### config.mk
export PLATFORM = sky130hd
export DESIGN_NAME = mio_bridge
export DESIGN_NICKNAME = d
export VERILOG_FILES = /design/src/rtl/mio_bridge.sv
export SDC_FILE = /design/constraint.sdc
export NUM_CORES = 1
export LEC_CHECK = 0
export BUFFER_PORTS_ARGS = -buffer_cell sky130_fd_sc_hd__buf_2
export CORE_ASPECT_RATIO = 0.9
export CORE_MARGIN = 10
export CORE_UTILIZATION = 40
export DETAILED_ROUTE_END_ITERATION = 16
export HOLD_SLACK_MARGIN = 0.03
export PLACE_DENSITY = 0.77
export SYNTH_ARGS = -nofsm -noshare
export SYNTH_HDL_FRONTEND = slang
export SYNTH_SLANG_ARGS = --single-unit
export TNS_END_PERCENT = 100
### constraint.sdc
create_clock -name clk -period 2.3 [get_ports clk]
set_clock_uncertainty 0.1 [all_clocks]
set_input_delay 0.23 -clock clk [delete_from_list [all_inputs] [get_ports clk]]
set_output_delay 0.23 -clock clk [all_outputs]
set_load 0.01 [all_outputs]
### src/rtl/mio_bridge.sv
// mio_bridge: bridges the multi-cycle CPU's memory/IO strobes onto block RAM,
// a GPIO block (LED register and switch inputs) and a free-running 32-bit timer.
// Each accepted access completes with a single-cycle MIO_ready pulse. Load data
// is returned on Data_in and held there until the next read captures new data.
module mio_bridge #(
    parameter int RAM_AW   = 10,  // RAM word-address width
    parameter int RAM_WAIT = 1,   // RAM wait cycles after accept, 1..15
    parameter int IO_W     = 16   // LED / switch width, at most 32
) (
    input  logic              clk,
    input  logic              reset,
    input  logic              CPU_MIO,
    input  logic              MemRead,
    input  logic              MemWrite,
    input  logic [31:0]       addr_bus,
    input  logic [31:0]       Data_out,
    output logic [31:0]       Data_in,
    output logic              MIO_ready,
    output logic [RAM_AW-1:0] ram_addr,
    output logic              ram_we,
    output logic [31:0]       ram_din,
    input  logic [31:0]       ram_dout,
    input  logic [IO_W-1:0]   sw_in,
    output logic [IO_W-1:0]   led_out,
    output logic [1:0]        bus_state
);

    // Encodings double as the debug value on bus_state.
    typedef enum logic [1:0] {
        ST_IDLE = 2'd0,
        ST_WAIT = 2'd1,
        ST_RESP = 2'd2
    } state_t;

    typedef enum logic [1:0] {
        RGN_RAM,
        RGN_GPIO,
        RGN_TIMER,
        RGN_NONE
    } region_t;

    // The wait counter runs from RAM_WAIT-1 down to 0; zero marks the last WAIT cycle.
    localparam logic [3:0] WAIT_INIT = 4'(RAM_WAIT - 1);

    state_t             state_reg, state_next;
    logic [3:0]         wait_cnt_reg, wait_cnt_next;
    region_t            region;
    logic               accept;
    logic               accept_ram;
    logic               led_sel;
    logic               sw_sel;
    logic               last_wait;
    logic [31:0]        io_rdata;
    logic [RAM_AW-1:0]  word_addr;

    logic [RAM_AW-1:0]  ram_addr_reg;
    logic [31:0]        ram_din_reg;
    logic               ram_we_reg;
    logic               ram_rd_reg;
    logic [31:0]        data_in_reg;
    logic [IO_W-1:0]    led_reg;
    logic [31:0]        timer_reg;

    // Byte-lane bits are irrelevant: every access is a full word.
    logic               unused_byte_lane;
    assign unused_byte_lane = &{1'b0, addr_bus[1:0]};

    // Address decode of the live bus; it only matters in the accept cycle.
    always_comb begin
        region = RGN_NONE;
        case (addr_bus[31:28])
            4'h0:    region = RGN_RAM;
            4'hE:    region = RGN_GPIO;
            4'hF:    region = RGN_TIMER;
            default: region = RGN_NONE;
        endcase
    end

    assign word_addr  = addr_bus[RAM_AW+1:2];
    assign led_sel    = (addr_bus[27:2] == 26'd0);
    assign sw_sel     = (addr_bus[27:2] == 26'd1);
    assign accept     = (state_reg == ST_IDLE) && CPU_MIO && (MemRead || MemWrite);
    assign accept_ram = accept && (region == RGN_RAM);
    assign last_wait  = (state_reg == ST_WAIT) && (wait_cnt_reg == 4'd0);

    // Read data for the single-cycle targets; unmapped addresses and
    // unmapped GPIO offsets read as zero.
    always_comb begin
        io_rdata = 32'd0;
        case (region)
            RGN_GPIO: begin
                if (led_sel) begin
                    io_rdata = 32'(led_reg);
                end else if (sw_sel) begin
                    io_rdata = 32'(sw_in);
                end
            end
            RGN_TIMER: io_rdata = timer_reg;
            default:   io_rdata = 32'd0;
        endcase
    end

    // Bus FSM state and wait counter registers.
    always_ff @(posedge clk) begin
        if (reset) begin
            state_reg    <= ST_IDLE;
            wait_cnt_reg <= 4'd0;
        end else begin
            state_reg    <= state_next;
            wait_cnt_reg <= wait_cnt_next;
        end
    end

    // Next-state logic: RAM goes through WAIT, everything else goes straight
    // to RESP. RESP always returns to IDLE, so a held request is re-accepted
    // no earlier than the cycle after the response.
    always_comb begin
        state_next    = state_reg;
        wait_cnt_next = wait_cnt_reg;
        case (state_reg)
            ST_IDLE: begin
                if (accept) begin
                    if (region == RGN_RAM) begin
                        state_next    = ST_WAIT;
                        wait_cnt_next = WAIT_INIT;
                    end else begin
                        state_next = ST_RESP;
                    end
                end
            end
            ST_WAIT: begin
                if (wait_cnt_reg == 4'd0) begin
                    state_next = ST_RESP;
                end else begin
                    wait_cnt_next = wait_cnt_reg - 4'd1;
                end
            end
            ST_RESP: state_next = ST_IDLE;
            default: state_next = ST_IDLE;
        endcase
    end

    // RAM request registers: address/data latched on accept, write strobe
    // high for only the first WAIT cycle.
    always_ff @(posedge clk) begin
        if (reset) begin
            ram_addr_reg <= '0;
            ram_din_reg  <= 32'd0;
            ram_we_reg   <= 1'b0;
            ram_rd_reg   <= 1'b0;
        end else begin
            ram_we_reg <= accept_ram && MemWrite;
            if (accept_ram) begin
                ram_addr_reg <= word_addr;
                ram_din_reg  <= Data_out;
                ram_rd_reg   <= !MemWrite;
            end
        end
    end

    // Load data register: single-cycle targets capture on the accept edge,
    // RAM reads capture on the last WAIT edge. Writes leave it untouched.
    always_ff @(posedge clk) begin
        if (reset) begin
            data_in_reg <= 32'd0;
        end else if (accept && (region != RGN_RAM) && !MemWrite) begin
            data_in_reg <= io_rdata;
        end else if (last_wait && ram_rd_reg) begin
            data_in_reg <= ram_dout;
        end
    end

    // LED register; writes to the switch offset or other offsets are dropped.
    always_ff @(posedge clk) begin
        if (reset) begin
            led_reg <= '0;
        end else if (accept && (region == RGN_GPIO) && MemWrite && led_sel) begin
            led_reg <= Data_out[IO_W-1:0];
        end
    end

    // Free-running timer; a CPU write replaces that cycle's increment.
    always_ff @(posedge clk) begin
        if (reset) begin
            timer_reg <= 32'd0;
        end else if (accept && (region == RGN_TIMER) && MemWrite) begin
            timer_reg <= Data_out;
        end else begin
            timer_reg <= timer_reg + 32'd1;
        end
    end

    // The RAM sees the incoming word address during the accept cycle so its
    // registered read is already valid in the first WAIT cycle; RAM_WAIT=1
    // therefore covers the one-cycle read latency.
    assign ram_addr  = accept_ram ? word_addr : ram_addr_reg;
    assign ram_din   = ram_din_reg;
    assign ram_we    = ram_we_reg;
    assign Data_in   = data_in_reg;
    assign led_out   = led_reg;
    assign MIO_ready = (state_reg == ST_RESP);
    assign bus_state = state_reg;

endmodule

==> impl_metrics.csv <==
group,metric,value,unit
synth,ys_ff_latch,130,
placed_design,port_buffers,208,
power_and_ir_drop,vdd_drop_max,0.4786,mV
floorplan,start_util,0.4134,
synth,yosys_warnings,0,
timing,finalMaxSlewViolations,0,
run_status,status,"complete, no violations",
route,first_pass_iters,5,
cts,path_clk_slew,0.05,ns
synth,synthTopCellsByCount,"dfxtp_1, a21oi_1, clkbuf_1",
floorplan,die_h,137.8,um
placed_design,gp_congestion,0.8983,
route,first_iter_violations,554,
critical_path,end_kind,"output port",
route,drcViolationCount,0,
synth,synth_area_per_cell,8.751,um2
synth,synth_ff_type,"dfxtp_1",
grt,grt_pass1_wl,36.90,mm
critical_path,crit_start,"addr_bus[31]",
timing,fmax,450.2,MHz
timing,rsz0062_at_grt,"no",
route,drt-total-wl,24.15,mm
critical_path,critical_path.top_delay_family,"compound AO/OA/AOI/OAI gates",
timing,final.hold.worst_slack,0.05255,ns
power_and_ir_drop,p_leak,0.003769,uW
grt,grt-ovfl-total,0,
placed_design,place_hpwl,16.54,mm
cts,htree_levels,4,
critical_path,cp_slowest_cell,"a211oi_4",
floorplan,num_rows,42,
timing,setup_viol,0,
synth,ys_types,51,
critical_path,r2r-start,"timer_reg[10]",
synth,synth_area,6170,um2
grt,grt_pass1_vias,6739,
cells_and_area,fin_nets,1122,
critical_path,startpoint_type,"input port",
cells_and_area,area_growth,48.81,%
synth,synth.yosys.seq_area_share,0.4218,
route,vias,7017,
cts,numClockSinks,130,
floorplan,io_pins,211,
critical_path,cp_slowest_stage_delay,0.37,ns
timing,min_period,2.221,ns
cts,clk_latency,0.43,ns
grt,grt_start_max_net_pins,57,
cts,cts_tree,"done",
grt,grtUsageTotal,0.2233,
synth,yosysTopAreaCell,"dfxtp_1",
critical_path,cp_max_fo,6,
route,wire_per_inst,19.99,um
power_and_ir_drop,p_per_area,603.4,nW/um2
critical_path,worstPathBufferInverterCount,3,
route,postRouteAntennaNets,0,
synth,synth_area_leaders,"dfxtp_1, a21oi_1, nand3_1",
critical_path,worstSetupPathType,"input port to output port",
flow_run,cap_violations,0,
floorplan,die-area,20800,um2
synth,async_flop_share,0,
synth,synth_cells,705,
timing,worstMarginPinSlew,0.7028,ns
critical_path,required,1.97,ns
cells_and_area,utilization,0.6152,
cells_and_area,layout-drive-gt1-share,0.3330,
min_path,min_from,"ram_dout[5]",
synth,synth_edf_count,0,
timing,finalCritPeriodShare,0.9657,
floorplan,die_w,150.9,um
cts,clockBufferDepth,2,
synth,synthDominantCellAreaShare,0.4218,
critical_path,cp.arrival,1.89,ns
timing,slew_headroom,0.5314,
floorplan,fp.coreArea,14920,um2
grt,antenna_found_initial,1,
min_path,worst_hold_path_type,"input port to register",
synth,syn_nets,827,
timing,report.final.hold_viol_count,0,
cts,cts_buffers,17,
route,vias_per_cell,5.809,
cts,root_buffer,"clkbuf_16",
synth,post-synth-top-count-cell,"dfxtp_1",
critical_path,crit_chain,"buf_2 -> and3_4 -> nand2_1 -> ha_4 -> o31a_1 -> a211oi_4 -> clkbuf_16 -> nand3_1 -> nand2_1 -> buf_2",
cell families after synthesis:
family	synth area share
adders and majority gates	0.01014
and+or+nand+nor	0.2016
muxes	0.05678
xor gates and xnor gates	0.02413
DFF	0.4218
buffers and inverters	0.04806
AOI/OAI and AO/OA	0.2375
power breakdown:
group | total (uW) | switching [uW] | internal [uW]
logic | 578 | 300 | 278
clock network | 2660 | 950 | 1710
registers | 2300 | 21.2 | 2280
total | 5540 | 1270 | 4270
cells in the final DEF (no fill, tap or decap), types with 22 or more instances in the layout:
| cell | count |
|---|---|
| nand2_1 | 22 |
| dfxtp_1 | 128 |
| buf_4 | 53 |
| a21oi_1 | 59 |
| nand4_1 | 22 |
| nand3_1 | 52 |
| o21ai_0 | 36 |
| o31ai_1 | 27 |
| buf_2 | 207 |
| nor2_1 | 39 |
| dlygate4sd3_1 | 71 |
cell type report:
class / count / area [um2]
Inverter: 9 / 33.78
Tap cell: 198 / 247.7
Clock buffer: 23 / 498.0
Fill cell: 1225 / 5743
Clock inverter: 5 / 77.57
Timing Repair Buffer: 342 / 2352
Multi-Input combinational cell: 500 / 3364
Antenna cell: 1 / 2.502
Sequential cell: 130 / 2605
final timing paths:
path	slack (ns)	endpoint	depth (start not counted)
max reg2reg	0.08	timer_reg[25]	5
max	0.08	ram_addr[7]	10
min	0.05	Data_in[5]	3
min reg2reg	0.37	ram_addr_reg[0]	2
timing repair:
item / in CTS / in global routing
hold endpoints to repair: 101 / 0
setup buffers: 0 / 2
gates resized for setup: 6 / 20
cloned: 0 / 1
pin swaps: 0 / 5
setup endpoints to repair: 11 / 18
hold buffers: 71 / 0
through the flow:
step	instances	cell area (um2)	setup TNS, ns	power (uW)	setup WS (ns)
after floorplan	705	6176	0	2542	0.04891
after global placement	1105	7776	-0.6480	2794	-0.04447
after detailed placement	1105	7776	-1.489	2796	-0.08523
after CTS	1204	9085	0	5532	0.01295
after global routing	1208	9181	0	5710	0.001765
final	1208	9181	0	5540	0.07885
tightest hold or removal path: stages:
cell and delay [ns]:
buf_2 0.08, mux2i_1 0.07, o22ai_1 0.14
per-layer routing:
metal,vias up,track usage,part of all wire
met2,385,0.3689,0.49
met4,0,0.07105,0.020
met3,44,0.07347,0.11
met5,-,0,0
li1,3289,-,-
met1,3299,0.2690,0.39
No activity file was read; power rests on OpenSTA's default activity.
